--- src/rtl/ks_sched_pkg.sv ---
// Shared sizing and state encoding for the multi-beat add/sub scheduler.
package ks_sched_pkg;

    localparam int unsigned NBITS  = 16;
    localparam int unsigned NWORDS = 4;
    localparam int unsigned W      = NBITS * NWORDS;

    typedef enum logic [1:0] {
        IDLE = 2'd0,
        RUN  = 2'd1,
        DONE = 2'd2
    } state_e;

endpackage

--- src/rtl/kogge_stone.sv ---
// NBITS-wide parallel-prefix (Kogge-Stone) adder with carry in/out.
module kogge_stone #(
    parameter int unsigned NBITS = 16
) (
    input  logic [NBITS-1:0] a,
    input  logic [NBITS-1:0] b,
    input  logic             carry_in,
    output logic [NBITS-1:0] sum_out,
    output logic             carry_out
);

    localparam int NB  = int'(NBITS);
    localparam int LVL = $clog2(NBITS);

    logic [NBITS-1:0] prop;
    logic [NBITS-1:0] gen;
    logic [NBITS-1:0] grp_p;
    logic [NBITS-1:0] gen_n;
    logic [NBITS-1:0] grp_p_n;
    logic [NBITS-1:0] carries;

    // Prefix tree; carry_in is folded into bit 0's generate so G[i] is the carry into bit i+1.
    always_comb begin
        prop    = a ^ b;
        gen     = a & b;
        gen[0]  = gen[0] | (prop[0] & carry_in);
        grp_p   = prop;
        gen_n   = '0;
        grp_p_n = '0;
        for (int l = 0; l < LVL; l++) begin
            gen_n   = gen;
            grp_p_n = grp_p;
            for (int i = (1 << l); i < NB; i++) begin
                gen_n[i]   = gen[i] | (grp_p[i] & gen[i - (1 << l)]);
                grp_p_n[i] = grp_p[i] & grp_p[i - (1 << l)];
            end
            gen   = gen_n;
            grp_p = grp_p_n;
        end
        carries   = {gen[NBITS-2:0], carry_in};
        sum_out   = prop ^ carries;
        carry_out = gen[NBITS-1];
    end

endmodule

--- src/rtl/ks_add_scheduler.sv ---
// Two-requester round-robin add/sub engine reusing one NBITS adder slice over NWORDS beats.
module ks_add_scheduler
    import ks_sched_pkg::*;
#(
    parameter int unsigned NBITS  = ks_sched_pkg::NBITS,
    parameter int unsigned NWORDS = ks_sched_pkg::NWORDS,
    localparam int unsigned OPW   = NBITS * NWORDS,
    localparam int unsigned CW    = (NWORDS > 1) ? $clog2(NWORDS) : 1
) (
    input  logic             clk,
    input  logic             rst,
    input  logic [1:0]       req_valid,
    output logic [1:0]       req_ready,
    input  logic [2*OPW-1:0] req_a,
    input  logic [2*OPW-1:0] req_b,
    input  logic [1:0]       req_sub,
    output logic             rsp_valid,
    input  logic             rsp_ready,
    output logic             rsp_id,
    output logic [OPW-1:0]   rsp_sum,
    output logic             rsp_cout,
    output logic             rsp_ovf
);

    state_e           state_q, state_d;
    logic             ptr_q, ptr_d;
    logic [CW-1:0]    beat_q, beat_d;
    logic             carry_q, carry_d;
    logic [OPW-1:0]   a_q, a_d;
    logic [OPW-1:0]   b_q, b_d;
    logic             sub_q, sub_d;
    logic             rsp_valid_q, rsp_valid_d;
    logic             rsp_id_q, rsp_id_d;
    logic [OPW-1:0]   rsp_sum_q, rsp_sum_d;
    logic             rsp_cout_q, rsp_cout_d;
    logic             rsp_ovf_q, rsp_ovf_d;

    logic             gnt_vld;
    logic             gnt_id;
    logic [NBITS-1:0] add_a;
    logic [NBITS-1:0] add_b;
    logic             add_cin;
    logic [NBITS-1:0] add_sum;
    logic             add_cout;
    logic             last_beat;

    // Round-robin grant: pointer requester first, other one otherwise; only while idle.
    always_comb begin
        gnt_vld   = 1'b0;
        gnt_id    = 1'b0;
        req_ready = 2'b00;
        if (state_q == IDLE && !rst) begin
            if (req_valid[ptr_q]) begin
                gnt_vld = 1'b1;
                gnt_id  = ptr_q;
            end else if (req_valid[~ptr_q]) begin
                gnt_vld = 1'b1;
                gnt_id  = ~ptr_q;
            end
        end
        if (gnt_vld) begin
            req_ready[gnt_id] = 1'b1;
        end
    end

    // Current beat's operand slices; beat 0 takes sub as carry-in to complete two's complement.
    always_comb begin
        add_a     = a_q[beat_q*NBITS +: NBITS];
        add_b     = b_q[beat_q*NBITS +: NBITS];
        add_cin   = (beat_q == '0) ? sub_q : carry_q;
        last_beat = (beat_q == CW'(NWORDS - 1));
    end

    kogge_stone #(
        .NBITS(NBITS)
    ) u_adder (
        .a        (add_a),
        .b        (add_b),
        .carry_in (add_cin),
        .sum_out  (add_sum),
        .carry_out(add_cout)
    );

    // Next-state and datapath update.
    always_comb begin
        state_d     = state_q;
        ptr_d       = ptr_q;
        beat_d      = beat_q;
        carry_d     = carry_q;
        a_d         = a_q;
        b_d         = b_q;
        sub_d       = sub_q;
        rsp_valid_d = rsp_valid_q;
        rsp_id_d    = rsp_id_q;
        rsp_sum_d   = rsp_sum_q;
        rsp_cout_d  = rsp_cout_q;
        rsp_ovf_d   = rsp_ovf_q;
        case (state_q)
            IDLE: begin
                if (gnt_vld) begin
                    state_d  = RUN;
                    ptr_d    = ~gnt_id;
                    beat_d   = '0;
                    a_d      = req_a[gnt_id*OPW +: OPW];
                    b_d      = req_b[gnt_id*OPW +: OPW] ^ {OPW{req_sub[gnt_id]}};
                    sub_d    = req_sub[gnt_id];
                    rsp_id_d = gnt_id;
                end
            end
            RUN: begin
                rsp_sum_d[beat_q*NBITS +: NBITS] = add_sum;
                carry_d = add_cout;
                if (last_beat) begin
                    state_d     = DONE;
                    beat_d      = '0;
                    rsp_valid_d = 1'b1;
                    rsp_cout_d  = add_cout;
                    rsp_ovf_d   = (a_q[OPW-1] == b_q[OPW-1]) && (add_sum[NBITS-1] != a_q[OPW-1]);
                end else begin
                    beat_d = beat_q + CW'(1);
                end
            end
            DONE: begin
                if (rsp_ready) begin
                    state_d     = IDLE;
                    rsp_valid_d = 1'b0;
                end
            end
            default: begin
                state_d = IDLE;
            end
        endcase
    end

    // State and output registers with synchronous reset.
    always_ff @(posedge clk) begin
        if (rst) begin
            state_q     <= IDLE;
            ptr_q       <= 1'b0;
            beat_q      <= '0;
            carry_q     <= 1'b0;
            a_q         <= '0;
            b_q         <= '0;
            sub_q       <= 1'b0;
            rsp_valid_q <= 1'b0;
            rsp_id_q    <= 1'b0;
            rsp_sum_q   <= '0;
            rsp_cout_q  <= 1'b0;
            rsp_ovf_q   <= 1'b0;
        end else begin
            state_q     <= state_d;
            ptr_q       <= ptr_d;
            beat_q      <= beat_d;
            carry_q     <= carry_d;
            a_q         <= a_d;
            b_q         <= b_d;
            sub_q       <= sub_d;
            rsp_valid_q <= rsp_valid_d;
            rsp_id_q    <= rsp_id_d;
            rsp_sum_q   <= rsp_sum_d;
            rsp_cout_q  <= rsp_cout_d;
            rsp_ovf_q   <= rsp_ovf_d;
        end
    end

    assign rsp_valid = rsp_valid_q;
    assign rsp_id    = rsp_id_q;
    assign rsp_sum   = rsp_sum_q;
    assign rsp_cout  = rsp_cout_q;
    assign rsp_ovf   = rsp_ovf_q;

endmodule

--- config.mk ---
export PLATFORM = sky130hd
export DESIGN_NAME = ks_add_scheduler
export DESIGN_NICKNAME = d
export VERILOG_FILES = /design/src/rtl/ks_sched_pkg.sv /design/src/rtl/kogge_stone.sv /design/src/rtl/ks_add_scheduler.sv
export SDC_FILE = /design/constraint.sdc
export NUM_CORES = 1
export LEC_CHECK = 0
export CAP_MARGIN = 20
export CORE_ASPECT_RATIO = 0.75
export CORE_UTILIZATION = 42
export DETAILED_ROUTE_END_ITERATION = 8
export PLACE_DENSITY = 0.77
export SYNTH_ARGS = -nofsm -noshare
export SYNTH_HDL_FRONTEND = slang
export SYNTH_SLANG_ARGS = --single-unit
--- constraint.sdc ---
create_clock -name clk -period 3.45 [get_ports clk]
set_input_delay 0.69 -clock clk [delete_from_list [all_inputs] [get_ports clk]]
set_output_delay 0.69 -clock clk [all_outputs]
set_load 0.03 [all_outputs]
==> results by group, run 1 <==
Status
  • Status: completed

Final layout
  • Nets: 1679
  • Layout area overhead: 42.90%
  • Layout cells sized above 1: 0.08897
  • Multi-input gate area: 0.005762 mm2
  • Fillers: 2000
  • Register area: 0.004069 mm2

Global route
  • GRT Total Usage: 0.2653
  • Grt ovf: 0
  • Initial antenna violation count: 2
  • Vias in the first global route: 9053
  • Pin count of the biggest net entering global routing: 100
  • First-pass GRT wire length: 51070 um

Yosys
  • Top-count cell post-synth: dfxtp_1
  • Syn_nets: 1378
  • Post-Syn Area: 0.01023 mm2
  • Cell taking the most area after synthesis: dfxtp_1
  • Synth Area per Inst: 9.365 um2
  • Synth top area cells: dfxtp_1 (40%), a22oi_1 (8.2%), mux4_2 (7.0%)
  • Post-Synthesis Cells: 1092
  • Seq/Total Area, Yosys: 0.3974
  • Commonest cells post-synth: dfxtp_1 (203), nor2_1 (143), a22oi_1 (112)
  • Post-synth ARST share: 0
  • Netlist cell types: 54
  • Seq cells post-synth: 203
  • Yosys warns: 0
  • Main synth FF type: dfxtp_1
  • Post-synth top area share: 0.3974
  • Post-synth EDFFs: 0

Power
  • Worst VDD drop: 261.7 uV
  • Final total power: 0.006319 W
  • PD cells: 432.4 mW/mm2
  • LEAKAGE: 5.102 nW

Clock tree
  • CTS tree: done
  • Hold Buf Count CTS: 0
  • Total CTS buffers: 21
  • CTS HTree Levels: 1
  • Clock buffer depth: 3
  • Clock-pin slew on the worst setup and hold paths: 0.06 ns
  • CTS root buf: clkbuf_16
  • Clk_lat worst skew: 0.50 ns
  • Sink Count: 203

Hold path
  • Hold_sp: rsp_valid
  • Hold endpoint: rsp_valid
  • Worst min path class: flip-flop to flip-flop
  • Min-Delay Path Depth: 2

Critical path
  • Critical path data arrival time: 3.65 ns
  • Critical Path End Type: flip-flop
  • CP Launch Type: flip-flop
  • Max Fanout on Critical Path: 17
  • RR Endpoint: rsp_sum[15]
  • CP required: 3.82 ns
  • CP Class: flip-flop to flip-flop
  • Cell depth of the worst flop-to-flop path: 11
  • Reg2Reg Launch Point: beat_q[0]
  • R2R Setup Slk: 0.18 ns

Floorplanning
  • Core area: 0.02391 mm2
  • Die area: 0.02498 mm2
  • Height of the die: 137.1 um
  • DIE WIDTH: 182.2 um
  • Initial Utilization: 0.4277
  • I/O pin total: 333
  • # rows: 49

STA
  • Max-slew violation count: 0
  • F_max: 305.6 MHz
  • Relative slew slack: 0.2803
  • Final setup margin: 0.1782 ns
  • RSZ-0062 raised after global routing: no
  • Sum Neg Setup Slack: 0 ns
  • Period Utilization, post-route: 0.9483
  • Skew final: 0.01928 ns
  • Measured slew at the worst slew-check pin: 1.080 ns
  • Tmin final: 3.272 ns
  • Setup violations, final: 0
  • Final Hold Vio Count: 0

Detailed routing
  • Post-route ant nets: 0
  • Vias per inst: 5.637
  • First-pass DRT Iterations: 5
  • DR WL/cell: 19.89 um
  • Vias: 9651
  • Total Routed Length: 34050 um
  • Drt drc: 0
  • Initial DRC count: 884

Place
  • Setup slack at placement: 0.06536 ns
  • PortBufs: 332
  • DP HPWL: 25550 um
  • Gpl congestion: 0.9023

Job
  • Max Cap Viol: 0
## worst max-delay path, stage by stage, from the launching register on
cell	delay (ns)
dfxtp_4	0.46
buf_12	0.21
mux4_2	0.57
ha_1	0.43
a211oi_2	0.23
o211ai_1	0.15
a221oi_2	0.32
o41ai_4	0.15
xor2_2	0.21
buf_4	0.17
a22oi_1	0.16
nor2_1	0.07
## cell usage in the layout, fill, tap and decap left out, types with 11 or more instances in the layout
cell type        instances
ha_1                    21
mux4_2                  32
buf_4                   31
clkdlybuf4s50_1        329
clkbuf_16               21
a21oi_1                 88
nand2_1                 79
inv_1                   11
dfxtp_1                201
a211oi_1                65
nor2_1                 142
a22oi_1                112
xnor2_1                 69
mux2i_1                 66
## metal layers
layer | routed length (um) | share of wire | GRT usage | vias up
met5 | 17 | 0.00050 | 0 | -
met4 | 779 | 0.023 | 0.06536 | 2
met3 | 3049 | 0.090 | 0.06732 | 54
met2 | 15380 | 0.45 | 0.4219 | 437
met1 | 14820 | 0.44 | 0.3602 | 4570
li1 | - | - | - | 4588
## worst max path at each step
stage                          from           to  slack, ns  cells after the start
after CTS                 beat_q[0]  rsp_sum[14]       0.04                     10
final                     beat_q[0]  rsp_sum[15]       0.18                     11
after detailed placement  beat_q[0]      rsp_ovf       0.07                     10
after floorplan           beat_q[0]  rsp_sum[13]      0.005                     11
after global routing      beat_q[0]  rsp_sum[42]      0.009                     13
after global placement    beat_q[0]      rsp_ovf       0.13                     10
## logic make-up (layout without fill, tap and decap cells)
kind of cell,Yosys count,in the layout,synth area share
AO/OA/AOI/OAI,314,314,0.2125
AND/OR/NAND/NOR,278,278,0.1159
multiplexers,99,99,0.1361
other,0,1,0
adder cells (fa/ha/maj),23,23,0.02961
flip-flops,203,203,0.3974
XOR/XNOR,73,73,0.06326
buffers and inverters,102,415,0.04527
## sequential cells by signal, summed over array words and instances (netlist names)
| register | count |
|---|---|
| a_q | 64 |
| b_q | 64 |
| beat_q | 2 |
| carry_q | 1 |
| ptr_q | 1 |
| rsp_cout | 1 |
| rsp_id | 1 |
| rsp_ovf | 1 |
| rsp_sum | 64 |
| rsp_valid | 1 |
| state_q | 2 |
| sub_q | 1 |
## report_power, final
part           internal, W  total [W]  switching [W]
clock network      0.00129    0.00220       0.000915
registers          0.00250    0.00263       0.000135
logic             0.000750    0.00149       0.000735
## area by class of cell
cell class	count	share of cell area
clock buffer	35	0.04504
timing repair buffer	369	0.2530
antenna	1	0.0001712
multi-input combinational	787	0.3943
sequential	203	0.2784
inverter	11	0.002826
tap	306	0.02620
## metrics by stage
stage	util	cells	hold slack [ns]	cell area, um2
after detailed placement	0.5820	1674	0.4572	13920
after global placement	0.5820	1674	0.4546	13920
after global routing	0.6111	1712	0.4869	14610
final	0.6111	1712	0.4699	14610
after CTS	0.6095	1709	0.4684	14570
after floorplan	-	1092	0.4357	10230
## timing repair
action	in CTS	in global routing
gates resized for setup	0	5
setup buffers	0	2
setup endpoints to repair	0	28
Note: power is estimated with default switching activity, not from simulation.
==> run 2: changes to the inputs <==
- CORE_UTILIZATION: 42 -> 48
- PLACE_DENSITY: 0.77 -> 0.82
- SYNTH_HIERARCHICAL: unset -> 1
- clock period: 3.45 -> 3.7 ns (I/O delays scaled with it)
==> run 2 against run 1 <==
Critical path depth increased by 2. Routed wire length increased by 1.8%. Die area decreased by 6.3%. Hold slack got worse by 0.015 ns. Synthesized area increased by 7.0%. Worst setup slack improved by 0.10 ns. Sequential share of layout area decreased by 0.75 points. Global-route usage increased by 3.1 points. Highest routed layer is now met4.
==> results by group, run 2 <==
STA
  • Setup violations, final: 0
  • Measured slew at the worst slew-check pin: 1.008 ns
  • F_max: 292.5 MHz
  • Sum Neg Setup Slack: 0 ns
  • Relative slew slack: 0.3282
  • Period Utilization, post-route: 0.9241
  • Skew final: 0.008326 ns
  • Final Hold Vio Count: 0
  • Max-slew violation count: 0
  • Tmin final: 3.419 ns
  • RSZ-0062 raised after global routing: no
  • Hold WS: 0.4547 ns

Global route
  • Grt ovf: 0
  • First-pass GRT wire length: 54990 um
  • Pin count of the biggest net entering global routing: 85
  • Vias in the first global route: 10100
  • Initial antenna violation count: 0
  • GRT Total Usage: 0.2961

Hold path
  • Min-Delay Path Depth: 2
  • Hold_sp: rsp_sum[26]
  • Worst min path class: flip-flop to flip-flop

Critical path
  • Reg2Reg Launch Point: beat_q[0]
  • Critical Path End Type: flip-flop
  • Critical path data arrival time: 3.84 ns
  • Max Fanout on Critical Path: 6
  • CP Class: flip-flop to flip-flop
  • CP Launch Type: flip-flop
  • Cell depth of the worst flop-to-flop path: 13
  • CP required: 4.12 ns
  • Crit path launch: beat_q[0]

Final layout
  • Layout cells sized above 1: 0.07662
  • Register area: 0.004066 mm2
  • Antenna cell count: 0
  • Layout area overhead: 37.09%
  • Nets: 1773
  • Most frequent cells in the layout: clkdlybuf4s50_1 (327), dfxtp_1 (201), nand2_1 (107)
  • Commonest non-fill, non-tap cell in the layout: clkdlybuf4s50_1
  • Multi-input gate area: 0.006345 mm2
  • Fillers: 1744

Detailed routing
  • Total Routed Length: 34660 um
  • Initial DRC count: 714
  • First-pass DRT Iterations: 5
  • Vias: 10370
  • DR WL/cell: 19.31 um
  • Drt drc: 0
  • Vias per inst: 5.774
  • Post-route ant nets: 0

Power
  • PD cells: 397.4 mW/mm2
  • LEAKAGE: 5.536 nW
  • Worst VDD drop: 330.2 uV

Clock tree
  • Clock buffer depth: 3
  • CTS root buf: clkbuf_16
  • Clock-pin slew on the worst setup and hold paths: 0.06 ns
  • Hold Buf Count CTS: 0
  • Sink Count: 203
  • CTS HTree Levels: 1
  • Total CTS buffers: 21
  • PostCTS Resize Cnt: 0
  • Post-CTS Setup Inserts: 0
  • CTS tree: done
  • Clk_lat worst skew: 0.49 ns

Floorplanning
  • I/O pin total: 333
  • Die area: 0.02342 mm2
  • Core area: 0.02223 mm2
  • # rows: 47
  • Initial Utilization: 0.4924
  • Height of the die: 132.8 um
  • DIE WIDTH: 176.4 um

Yosys
  • Syn_nets: 1505
  • Commonest cells post-synth: dfxtp_1 (203), nand2_1 (108), a21oi_1 (97)
  • Yosys warns: 6
  • Cell taking the most area after synthesis: dfxtp_1
  • Post-synth top area share: 0.3713
  • Post-Syn Area: 0.01095 mm2
  • Netlist cell types: 57
  • Seq/Total Area, Yosys: 0.3713
  • Post-synth ARST share: 0
  • Seq cells post-synth: 203
  • Post-Synthesis Cells: 1219
  • Post-synth EDFFs: 0
  • Synth Area per Inst: 8.979 um2
  • Main synth FF type: dfxtp_1
  • Top-count cell post-synth: dfxtp_1
  • Synth top area cells: dfxtp_1 (37%), mux4_2 (6.6%), nand3b_1 (6.4%)

Job
  • Max Cap Viol: 0

Status
  • Status: completed

Place
  • PortBufs: 332
  • DP HPWL: 25800 um
  • Gpl congestion: 0.9002
[run 2: cell types whose count changed in the layout (fill, tap and decap cells not counted), moves of 58 or more]
cell      before  now
mux2i_1       66    3
nor2_1       142   50
xor2_1         1   69
nand3b_1       9   94
nor3_1         8   66
a211oi_1      65    3
[run 2: per-stage QoR]
stage	instances	util	total power [W]	setup slack [ns]	cell area (um2)
after floorplan	1219	-	0.003285	0.05300	10950
after global placement	1758	0.6450	0.003877	0.3952	14340
after detailed placement	1758	0.6450	0.003906	0.2953	14340
after CTS	1795	0.6751	0.005966	0.2695	15010
after global routing	1795	0.6751	0.006202	0.01047	15010
final	1795	0.6751	0.005963	0.2807	15010
[run 2: worst paths after layout]
path,endpoint,slack [ns]
max,rsp_sum[12],0.28
min,rsp_sum[26],0.45
max reg2reg,rsp_sum[12],0.28
min reg2reg,rsp_sum[26],0.45
[run 2: final cells by class]
cell class                 count  area share
inverter                       8    0.002001
tap                          294     0.02451
timing repair buffer         356      0.2351
clock buffer                  27     0.03786
sequential                   203      0.2710
clock inverter                10    0.006671
multi-input combinational    897      0.4228
[run 2: worst max-delay path, stage by stage (launching register included)]
cell       delay, ns
dfxtp_2         0.41
inv_1           0.10
ha_1            0.22
mux2_2          0.23
fa_1            0.21
inv_1           0.06
fa_1            0.40
and2b_1         0.26
o2111ai_2       0.15
a21boi_2        0.31
a2111oi_1       0.15
a2111oi_2       0.58
a22oi_1         0.14
nor2_1          0.13
[run 2: logic make-up after synthesis]
group	Yosys count	share of synthesized area
XOR/XNOR	140	0.1120
flip-flops	203	0.3713
AND/OR/NAND/NOR	363	0.1810
multiplexers	36	0.06962
AO/OA/AOI/OAI	335	0.1859
adder cells (fa/ha/maj)	23	0.02766
buffers and inverters	119	0.05258
[run 2: power breakdown]
group | total [W] | switching (W) | internal [W]
clock | 0.00208 | 0.000859 | 0.00122
sequential | 0.00246 | 0.000119 | 0.00234
combinational | 0.00142 | 0.000740 | 0.000683
total | 0.00596 | 0.00172 | 0.00424
[run 2: metal layers]
layer  part of all wire  GRT usage  vias to the layer above
met2               0.45     0.4729                      498
met3              0.083    0.05575                       72
met5                  0          0                        -
met1               0.43     0.4042                     4881
met4              0.031    0.09243                        0
li1                   -          -                     4914
